$ cat src/rtl/dm_arbiter_if.sv
`default_nettype none
// +----------------------------------------------------------------------------+
// | Module   : dm_arbiter_if                                                   |
// | Brief    : Requester-side request/response bundle for the data-memory      |
// |            arbiter (one instance per requester).                           |
// | Revision : 1.0 - initial release                                           |
// +----------------------------------------------------------------------------+
interface dm_arbiter_if;
    logic        req;
    logic        we;
    logic [31:0] addr;
    logic [3:0]  be;
    logic [31:0] wdata;
    logic [31:0] pc;
    logic        ack;
    logic        err;
    logic [31:0] rdata;

    modport master (
        output req, we, addr, be, wdata, pc,
        input  ack, err, rdata
    );

    modport slave (
        input  req, we, addr, be, wdata, pc,
        output ack, err, rdata
    );
endinterface
`default_nettype wire

$ cat src/rtl/dm_arbiter.sv
`default_nettype none
// +----------------------------------------------------------------------------+
// | Module   : dm_arbiter                                                      |
// | Brief    : Two-requester arbiter/sequencer for a word-wide single-port     |
// |            data memory; partial writes become read-modify-write.          |
// |            Optional: DM_ARB_FIXED_PRIO_EN (m0 always wins contention).     |
// | Revision : 1.0 - initial release                                           |
// +----------------------------------------------------------------------------+
module dm_arbiter #(
    parameter int unsigned MEM_WORDS = 1024
) (
    input  wire logic        clk,
    input  wire logic        rst_n,
    dm_arbiter_if.slave      m0,
    dm_arbiter_if.slave      m1,
    output logic             mem_we_o,
    output logic [31:0]      mem_addr_o,
    output logic [31:0]      mem_wd_o,
    output logic [31:0]      mem_pc_o,
    input  wire logic [31:0] mem_rd_i
);

    localparam logic [1:0] S_IDLE   = 2'd0;
    localparam logic [1:0] S_ACCESS = 2'd1;
    localparam logic [1:0] S_MERGE  = 2'd2;
    localparam logic [1:0] S_RESP   = 2'd3;

    logic [1:0]  state_q, state_d;
    logic        gnt_q;
    logic        we_q;
    logic [29:0] addr_q;
    logic [3:0]  be_q;
    logic [31:0] wdata_q;
    logic [31:0] pc_q;
    logic [31:0] merge_q;
    logic [31:0] rdata0_q;
    logic [31:0] rdata1_q;

    logic        w_any;
    logic        w_sel;
    logic        w_sel_we;
    logic [29:0] w_sel_addr;
    logic [3:0]  w_sel_be;
    logic [31:0] w_sel_wdata;
    logic [31:0] w_sel_pc;
    logic        w_oor;
    logic        w_full;
    logic        w_none;
    logic [31:0] w_merged;
    logic        w_unused_addr_lsb;

    // Byte offsets never reach the memory; the word index alone is latched.
    assign w_unused_addr_lsb = ^{m0.addr[1:0], m1.addr[1:0]};

    assign w_any = m0.req | m1.req;

`ifdef DM_ARB_FIXED_PRIO_EN
    assign w_sel = ~m0.req;
`else
    logic prio_q, prio_d;

    always_comb begin
        w_sel = m1.req;
        if (m0.req && m1.req) begin
            w_sel = prio_q;
        end
    end

    always_comb begin
        prio_d = prio_q;
        if (state_q == S_RESP) begin
            prio_d = ~gnt_q;
        end
    end

    always_ff @(posedge clk or negedge rst_n) begin
        if (!rst_n) begin
            prio_q <= 1'b0;
        end else begin
            prio_q <= prio_d;
        end
    end
`endif

    assign w_sel_we    = w_sel ? m1.we          : m0.we;
    assign w_sel_addr  = w_sel ? m1.addr[31:2]  : m0.addr[31:2];
    assign w_sel_be    = w_sel ? m1.be          : m0.be;
    assign w_sel_wdata = w_sel ? m1.wdata       : m0.wdata;
    assign w_sel_pc    = w_sel ? m1.pc          : m0.pc;

    assign w_oor  = ({2'b00, addr_q} >= MEM_WORDS);
    assign w_full = (be_q == 4'hF);
    assign w_none = (be_q == 4'h0);

    for (genvar i = 0; i < 4; i++) begin : g_merge
        assign w_merged[8*i +: 8] = be_q[i] ? wdata_q[8*i +: 8] : merge_q[8*i +: 8];
    end

    always_comb begin
        state_d = state_q;
        case (state_q)
            S_IDLE: begin
                if (w_any) begin
                    state_d = S_ACCESS;
                end
            end
            S_ACCESS: begin
                if (w_oor || !we_q || w_full || w_none) begin
                    state_d = S_RESP;
                end else begin
                    state_d = S_MERGE;
                end
            end
            S_MERGE: state_d = S_RESP;
            S_RESP:  state_d = S_IDLE;
            default: state_d = S_IDLE;
        endcase
    end

    always_ff @(posedge clk or negedge rst_n) begin
        if (!rst_n) begin
            state_q  <= S_IDLE;
            gnt_q    <= 1'b0;
            we_q     <= 1'b0;
            addr_q   <= '0;
            be_q     <= '0;
            wdata_q  <= '0;
            pc_q     <= '0;
            merge_q  <= '0;
            rdata0_q <= '0;
            rdata1_q <= '0;
        end else begin
            state_q <= state_d;
            if (state_q == S_IDLE && w_any) begin
                gnt_q   <= w_sel;
                we_q    <= w_sel_we;
                addr_q  <= w_sel_addr;
                be_q    <= w_sel_be;
                wdata_q <= w_sel_wdata;
                pc_q    <= w_sel_pc;
            end
            if (state_q == S_ACCESS) begin
                // An erroring read returns zero rather than stale data.
                if (w_oor) begin
                    if (!we_q) begin
                        if (gnt_q) rdata1_q <= '0;
                        else       rdata0_q <= '0;
                    end
                end else if (!we_q) begin
                    if (gnt_q) rdata1_q <= mem_rd_i;
                    else       rdata0_q <= mem_rd_i;
                end else if (!w_full && !w_none) begin
                    merge_q <= mem_rd_i;
                end
            end
        end
    end

    // Write strobe decodes from state so an asynchronous reset kills it at once.
    assign mem_we_o   = (state_q == S_MERGE) ||
                        ((state_q == S_ACCESS) && we_q && !w_oor && w_full);
    assign mem_wd_o   = (state_q == S_MERGE) ? w_merged : wdata_q;
    assign mem_addr_o = {addr_q, 2'b00};
    assign mem_pc_o   = pc_q;

    assign m0.ack   = (state_q == S_RESP) && !gnt_q;
    assign m1.ack   = (state_q == S_RESP) &&  gnt_q;
    assign m0.err   = (state_q == S_RESP) && !gnt_q && w_oor;
    assign m1.err   = (state_q == S_RESP) &&  gnt_q && w_oor;
    assign m0.rdata = rdata0_q;
    assign m1.rdata = rdata1_q;

endmodule
`default_nettype wire

$ cat src/flat_wrapper.sv
// flat-port wrapper written by rule: the top's interface ports become plain ports
module dm_arbiter_flat 
#(
    parameter int unsigned MEM_WORDS = 1024
)
  (clk, rst_n, mem_we_o, mem_addr_o, mem_wd_o, mem_pc_o, mem_rd_i, m0_req, m0_we, m0_addr, m0_be, m0_wdata, m0_pc, m0_ack, m0_err, m0_rdata, m1_req, m1_we, m1_addr, m1_be, m1_wdata, m1_pc, m1_ack, m1_err, m1_rdata);
  dm_arbiter_if m0_i ();
  dm_arbiter_if m1_i ();
  input  wire logic clk;
  input  wire logic rst_n;
  output logic mem_we_o;
  output logic [31:0] mem_addr_o;
  output logic [31:0] mem_wd_o;
  output logic [31:0] mem_pc_o;
  input  wire logic [31:0] mem_rd_i;
  input wire logic [$bits(m0_i.req)-1:0] m0_req;
  input wire logic [$bits(m0_i.we)-1:0] m0_we;
  input wire logic [$bits(m0_i.addr)-1:0] m0_addr;
  input wire logic [$bits(m0_i.be)-1:0] m0_be;
  input wire logic [$bits(m0_i.wdata)-1:0] m0_wdata;
  input wire logic [$bits(m0_i.pc)-1:0] m0_pc;
  output wire logic [$bits(m0_i.ack)-1:0] m0_ack;
  output wire logic [$bits(m0_i.err)-1:0] m0_err;
  output wire logic [$bits(m0_i.rdata)-1:0] m0_rdata;
  input wire logic [$bits(m1_i.req)-1:0] m1_req;
  input wire logic [$bits(m1_i.we)-1:0] m1_we;
  input wire logic [$bits(m1_i.addr)-1:0] m1_addr;
  input wire logic [$bits(m1_i.be)-1:0] m1_be;
  input wire logic [$bits(m1_i.wdata)-1:0] m1_wdata;
  input wire logic [$bits(m1_i.pc)-1:0] m1_pc;
  output wire logic [$bits(m1_i.ack)-1:0] m1_ack;
  output wire logic [$bits(m1_i.err)-1:0] m1_err;
  output wire logic [$bits(m1_i.rdata)-1:0] m1_rdata;
  assign m0_i.req = m0_req;
  assign m0_i.we = m0_we;
  assign m0_i.addr = m0_addr;
  assign m0_i.be = m0_be;
  assign m0_i.wdata = m0_wdata;
  assign m0_i.pc = m0_pc;
  assign m0_ack = m0_i.ack;
  assign m0_err = m0_i.err;
  assign m0_rdata = m0_i.rdata;
  assign m1_i.req = m1_req;
  assign m1_i.we = m1_we;
  assign m1_i.addr = m1_addr;
  assign m1_i.be = m1_be;
  assign m1_i.wdata = m1_wdata;
  assign m1_i.pc = m1_pc;
  assign m1_ack = m1_i.ack;
  assign m1_err = m1_i.err;
  assign m1_rdata = m1_i.rdata;
  dm_arbiter #(.MEM_WORDS(MEM_WORDS)) u_core (.clk(clk), .rst_n(rst_n), .m0(m0_i), .m1(m1_i), .mem_we_o(mem_we_o), .mem_addr_o(mem_addr_o), .mem_wd_o(mem_wd_o), .mem_pc_o(mem_pc_o), .mem_rd_i(mem_rd_i));
endmodule
$ cat config.mk
export PLATFORM = sky130hd
export DESIGN_NAME = dm_arbiter_flat
export DESIGN_NICKNAME = d
export VERILOG_FILES = /design/src/rtl/dm_arbiter_if.sv /design/src/rtl/dm_arbiter.sv /design/src/flat_wrapper.sv
export SDC_FILE = /design/constraint.sdc
export NUM_CORES = 1
export LEC_CHECK = 0
export ABC_CLOCK_PERIOD_IN_PS = 2450
export CORE_MARGIN = 10
export CORE_UTILIZATION = 39
export CTS_BUF_LIST = sky130_fd_sc_hd__clkbuf_4 sky130_fd_sc_hd__clkbuf_8
export DETAILED_ROUTE_END_ITERATION = 8
export PLACE_DENSITY = 0.84
export SKIP_CTS_REPAIR_TIMING = 1
export SYNTH_ARGS = -nofsm -noshare
export SYNTH_HDL_FRONTEND = slang
export SYNTH_SLANG_ARGS = --single-unit
$ cat constraint.sdc
create_clock -name clk -period 2.45 [get_ports clk]
set_clock_uncertainty 0.05 [all_clocks]
set_input_delay 0.6125 -clock clk [delete_from_list [all_inputs] [get_ports clk]]
set_output_delay 0.6125 -clock clk [all_outputs]
set_load 0.01 [all_outputs]
==> metrics.md, run 1 <==
| Metric | Value |
|---|---|
| Setup ws final | -0.4198 ns |
| Power consumption | 0.01412 W |
| Crit end category | output port |
| Psw | 0.005141 W |
| Register Area | 0.004980 sq mm |
| Sequential area share after synthesis | 0.5560 |
| Total congestion overflow | 0 |
| H-tree depth | 4 |
| Ports | 403 |
| CTS buffer count | 17 |
| Final std cells w/o fill | ~1.6k |
| Crit-path cells | or4_4 -> or3_4 -> buf_6 -> and2_4 -> buf_6 |
| DRC viols | 0 |
| Share of cells above drive strength 1 | 0.1761 |
| Area delta synth->final | 61.86% |
| Worst path slowest cell | or4_4 |
| Status | finished, violations left |
| Max-cap violations | 0 |
| Chip height | 171.5 microns |
| Slew Limit Fails | 0 |
| Reg power frac | 0.351 |
| Cell Area, Synth | ~0.0090 sq mm |
| CP Capture Point | m0_err |
| Setup Crit Path Kind | reg -> out |
| Final WL | ~33000 microns |
| Reg2reg start | u_core.addr_q[27] |
| TritonCTS Sinks | between 150 and 200 |
| Worst setup SP type | flop |
| Root Buffer | clkbuf_8 |
| DRT iter0 DRCs | 554 |
| Total track usage | 0.2081 |
| Nets@finish | about 1.5k |
| Count of different cell masters after synthesis | 32 |
| Initial Util | 0.3956 |
| Drt first pass iters | 4 |
| Vias in the first global route | 8331 |
| Worst-case clock buffer depth | 2 |
| Hold Path Class | in -> async |
| PwrDens | 974.1 mW/mm^2 |
| Maximum vdd drop | just over 0.4 mV |
| Avg Cell Area, Syn | between 10 and 15 sq um |
| Total core area | 0.02264 sq mm |
| Cell Rows | 55 |
| CP dominant cell by count | buf_6 |
| DR vias | 7897 |
| N_diodes | 0 |
| Insertion delay to the later sink of the worst-skew pair | around 0.45 ns |
| Crit path max fanout | 3 |
| Slowest stage delay, CP | 0.54 ns |
| Clock group share of total power | 0.148 |
| Global-route wire length before repair | between 40000 and 50000 microns |
| Worst-path clk slew | 0.11 ns |
| Hold Vio Cnt, Final | 0 |
| FMAX | 0.3485 GHz |
| Register bit total from synthesis | 199 |
| Unrepaired setup endpoints after global routing | yes |
| Worst path required time | 1.79 ns |
| Switching share of power | 0.3641 |
| TritonCTS clock tree | done |
| Data arrival, critical path | 2.21 ns |
| FF-to-FF End | u_core.merge_q[0] |
| Die area | 0.02943 sq mm |
| Internal | 0.008979 W |
| Leakage power | roughly 6.7 nW |
| Final setup violation count | between 60 and 70 |
| R2r setup slk | -0.38 ns |
| Placer Congestion | 0.8403 |
| Routed length per instance | 20.56 microns |
| Crit. Startpoint | u_core.addr_q[27] |
| # placed instances | approximately 1.6k |
| PortBufs | 396 |
| Die X | 171.5 microns |
| Fill cells | 1798 |
| Routed vias/inst | 4.945 |
| Logic pwr share | 0.501 |
| Syn. warnings | 0 |
| Crit path time final | ~2.9 ns |
| Worst R2R Path Depth | 8 |
| HPWL after DPL | 25070 microns |
| Final ANT Viol Nets | 0 |
| Initial antenna violation count | 1 |
| Failing checks | setup timing |
| Synthesized instance count | 865 |
| Largest net degree at the start of global routing | 57 |
| Multi-input gate area in the final layout | 0.003973 sq mm |
| Final period util | 1.171 |
## Yosys cell counts, drive strengths merged
cell type  count  area, sq um
o22ai          1        6.260
and2           3        18.77
conb           1        3.750
nor3           1        16.27
nor2b          2        12.51
buf           14        82.57
nand3b         1        7.510
nor2           3        11.26
or3b           2        17.52
clkbuf        48        180.2
and3b          1        8.760
mux2i         99        991.0
nand2        233        874.6
dfrtp        199         4980
ha             4        50.05
nor4           5        31.28
nor3b          1        7.510
o21ai        167        835.8
or4            2        18.77
nand2b         4        25.02
and4           1        8.760
a2bb2oi        1        8.760
o21bai         1        7.510
nand3          2        10.01
or3            1        6.260
mux2          64        720.7
inv            4        15.01
## stage by stage
step	worst slack (ns)	hold slack, ns	area [sq um]	util	TNS (ns)
6_report	-0.4198	0.07057	14500	0.6403	-12.93
2_1_floorplan	0.02560	0.2669	8960	-	0
5_1_grt	-0.5030	0.05442	14500	0.6403	-18.35
4_1_cts	-1.008	0.05933	14130	0.6240	-23.34
3_5_place_dp	-0.4933	0.4158	13740	0.6069	-5.004
3_3_place_gp	-0.4628	0.4065	13740	0.6069	-3.812
## routing by layer
layer  GRT usage  up-vias  wire length (microns)
met3     0.07403       40                   2686
met1      0.2269     3749                  12200
li1            -     3792                      -
met2      0.3656      314                  17160
met4     0.07297        2                    771
met5           0        -                     13
## cells in the final DEF (no fill, tap or decap), types with 4 or more instances in the layout
master / netlist / final
clkbuf_8: 0 / 19
buf_12: 0 / 15
nor4_1: 5 / 4
buf_6: 3 / 29
nand2b_4: 0 / 4
nand2_1: 233 / 233
mux2i_1: 99 / 99
mux2_2: 63 / 18
clkdlybuf4s50_1: 0 / 359
o21ai_0: 166 / 165
dfrtp_1: 199 / 199
mux2_4: 0 / 46
clkinv_4: 0 / 4
buf_4: 2 / 55
clkbuf_2: 0 / 15
## final cells by class
class,instances,area share
clock buffers,19,0.01761
clock inverters,12,0.009149
inverters,4,0.001036
multi-input cells,601,0.2740
flip-flops and latches,199,0.3435
well taps,285,0.02460
repair buffers,477,0.3301
## sequential cells by signal (all words and copies together), names as in the netlist
register	cells
u_core.m0.rdata	32
u_core.wdata_q	32
u_core.m1.rdata	32
u_core.addr_q	30
u_core.state_q	2
u_core.gnt_q	1
u_core.prio_q	1
u_core.merge_q	32
u_core.be_q	4
u_core.we_q	1
u_core.mem_pc_o	32
## cell families after synthesis
kind of cell,count (synthesis),synth area share
buffers and inverters,66,0.03101
adders and majority gates,4,0.005588
other,1,0.0004187
muxes,163,0.1911
AOI/OAI and AO/OA,170,0.09584
DFF,199,0.5560
and+or+nand+nor,262,0.1200
## worst max-delay path, delay by kind of cell (launching register included)
family / cells / cell delay [ns]
and+or+nand+nor: 3 / 1.11
buffers and inverters: 2 / 0.25
DFF: 1 / 0.39
## power by group through the flow
stage | Combinational (W) | Sequential (W) | Clock (W)
after floorplan | 0.00245 | 0.00525 | 0
after global placement | 0.00674 | 0.00492 | 0
after detailed placement | 0.00690 | 0.00499 | 0
after CTS | 0.00692 | 0.00492 | 0.00216
after global routing | 0.00763 | 0.00508 | 0.00230
final | 0.00707 | 0.00495 | 0.00210
## worst min-delay path by stage
stage                    endpoint  slack, ns  depth (start not counted)
2_1_floorplan    u_core.addr_q[0]       0.27                          0
5_1_grt        u_core.m1.rdata[9]       0.05                          1
3_3_place_gp   u_core.wdata_q[21]       0.41                          2
4_1_cts        u_core.m0.rdata[8]       0.06                          1
3_5_place_dp    u_core.wdata_q[4]       0.42                          2
6_report       u_core.m0.rdata[8]       0.07                          1
Power figures use the tool's default switching activity.
==> inputs of run 2 (changes only) <==
- GPL_TIMING_DRIVEN: default -> 0
==> metrics.md, run 2 (same netlist as run 1, synthesis figures left out) <==
| Metric | Value |
|---|---|
| Hold Vio Cnt, Final | 0 (unchanged) |
| Area after DPL | 0.01331 sq mm (-3.1%) |
| Placer Congestion | 0.8365 (-0.45%) |
| Setup TNS | -9.159 ns (+3.776 ns) |
| Finished Core Util | 0.6160 (-0.02432) |
| Global-route wire length before repair | 49290 microns (+4.5%) |
| Largest net degree at the start of global routing | 116 (+100%) |
| DR vias | 7997 (+1.3%) |
| Initial Util | 0.3956 (unchanged) |
| Status | finished, violations left |
| Ports | 403 (unchanged) |
| Routed length per instance | 20.94 microns (+1.8%) |
| Slew @ Worst Pin | roughly 0.66 ns |
| DRC viols | 0 (unchanged) |
| Setup Crit Path Kind | reg -> out |
| Slew headroom | 0.5594 |
| Insertion delay to the later sink of the worst-skew pair | 0.47 ns (+0.02 ns) |
| DRT iter0 DRCs | 514 (-7.2%) |
| Final WL | 33560 microns (+2.2%) |
| Chip height | 171.5 microns (unchanged) |
| Worst path required time | 1.79 ns (about the same) |
| Max-cap violations | 0 (unchanged) |
| Vias in the first global route | 8593 (+3.1%) |
| CTS buffer count | 17 (unchanged) |
| TritonCTS clock tree | done |
| Drt first pass iters | 5 (+1) |
| Total track usage | 0.2192 (+0.01108) |
| Share of cells above drive strength 1 | 0.1517 (-0.02432) |
| H-tree depth | 4 (unchanged) |
| Total core area | 0.02264 sq mm (unchanged) |
| Root Buffer | clkbuf_8 |
| Area delta synth->final | 55.71% |
| Worst path slowest cell | or4_4 |
| Commonest non-fill, non-tap cell in the layout | clkdlybuf4s50_1 |
| Hold slack final | 0.05282 ns (-0.01775 ns) |
| Commonest non-fill, non-tap cells in the layout | clkdlybuf4s50_1 (358), nand2_1 (233), dfrtp_1 (198), o21ai_0 (166), mux2i_1 (99) |
| Slowest stage delay, CP | 0.55 ns (about the same) |
| PwrDens | 956.3 mW/mm^2 (-1.8%) |
| Slew Limit Fails | 0 (unchanged) |
| Nets@finish | 1549 (+0.45%) |
| Final ANT Viol Nets | 0 (unchanged) |
| Worst-case clock buffer depth | 2 (unchanged) |
| Unrepaired setup endpoints after global routing | yes |
| Hold Path Class | in -> async |
| Crit path max fanout | 6 (+3) |
| Maximum vdd drop | 0.4238 mV (+3.5%) |
| Crit-path cells | or4_4 -> or3_4 -> buf_8 -> o21bai_1 -> buf_4 |
| Data arrival, critical path | 2.29 ns (+0.08 ns) |
| Worst setup SP type | flop |
| Leakage power | 6.369 nW (-4.5%) |
| Final period util | 1.207 (+0.03552) |
| N_diodes | 0 (unchanged) |
| Crit path time final | 2.957 ns (+0.08702 ns) |
| Fill cells | 1885 (+4.8%) |
| Die area | 0.02943 sq mm (unchanged) |
| HPWL after DPL | 26710 microns (+6.6%) |
| Final setup violation count | 56 (-14%) |
| Routed vias/inst | 4.989 (+0.89%) |
| Die X | 171.5 microns (unchanged) |
| Crit end category | output port |
| Failing checks | setup timing |
| Final instance area | 0.01395 sq mm (-3.8%) |
| TritonCTS Sinks | 199 (unchanged) |
| Setup ws final | -0.5068 ns (-0.08702 ns) |
| FMAX | 0.3382 GHz (-2.9%) |
| Worst-path clk slew | 0.11 ns (about the same) |
| Cell Rows | 55 (unchanged) |
| Total congestion overflow | 0 (unchanged) |
| PortBufs | 396 (unchanged) |
| Initial antenna violation count | 1 (unchanged) |
[run 2: changes by cell type in the layout (fill, tap and decap cells not counted), sizes merged]
cell / change
clkbuf: +61
dlymetal6s2s: +1
clkinvlp: +2
bufinv: -1
buf: -56
clkdlybuf4s50: -1
[run 2: final timing paths]
| kind | depth (start not counted) | from | endpoint | slack (ns) |
|---|---|---|---|---|
| max in group asynchronous | 2 | rst_n | u_core.merge_q[27] | 1.28 |
| setup reg to reg | 7 | u_core.addr_q[21] | u_core.merge_q[28] | -0.20 |
| hold reg to reg | 2 | u_core.m1.rdata[21] | u_core.m1.rdata[21] | 0.44 |
| setup / recovery | 5 | u_core.addr_q[21] | mem_we_o | -0.51 |
| min in group clk | 2 | u_core.m1.rdata[21] | u_core.m1.rdata[21] | 0.44 |
| hold / removal | 1 | rst_n | u_core.m0.rdata[11] | 0.05 |
[run 2: power by group]
group	switching (W)	internal, W	leakage, nW
clock network	0.00126	0.000728	0.172
registers	0.000670	0.00433	2.60
logic	0.00322	0.00313	3.60
[run 2: worst max-delay path: cells and delay by family (launching register included)]
kind	cells	cell delay, ns
AO/OA/AOI/OAI	1	0.12
AND/OR/NAND/NOR	2	1.00
buffers and inverters	2	0.31
flip-flops	1	0.41
[run 2: final cells by class]
cell class                      count  area [sq um]  share of cell area
Clock buffer                       17         234.0             0.01678
Tap cell                          285         356.6             0.02557
Inverter                            4         15.01            0.001077
Sequential cell                   199          4981              0.3572
Multi-Input combinational cell    601          3806              0.2729
Clock inverter                     13         116.4            0.008344
Timing Repair Buffer              426          4129              0.2961
Buffer                             58         307.8             0.02207
[run 2: per-stage QoR]
stage,total power [W],std cells,setup WS (ns)
2_1_floorplan,0.007707,866,0.02560
4_1_cts,0.01342,1578,-1.414
3_5_place_dp,0.01144,1548,-1.271
6_report,0.01334,1603,-0.5068
3_3_place_gp,0.01124,1547,-7.577
5_1_grt,0.01424,1603,-0.5975
[run 2: metal layers]
metal	up-vias	wire, microns	GRT usage
li1	3824	-	-
met1	3840	12880	0.2417
met2	291	17360	0.3918
met3	40	2595	0.07266
met4	2	719	0.06314
met5	-	11	0
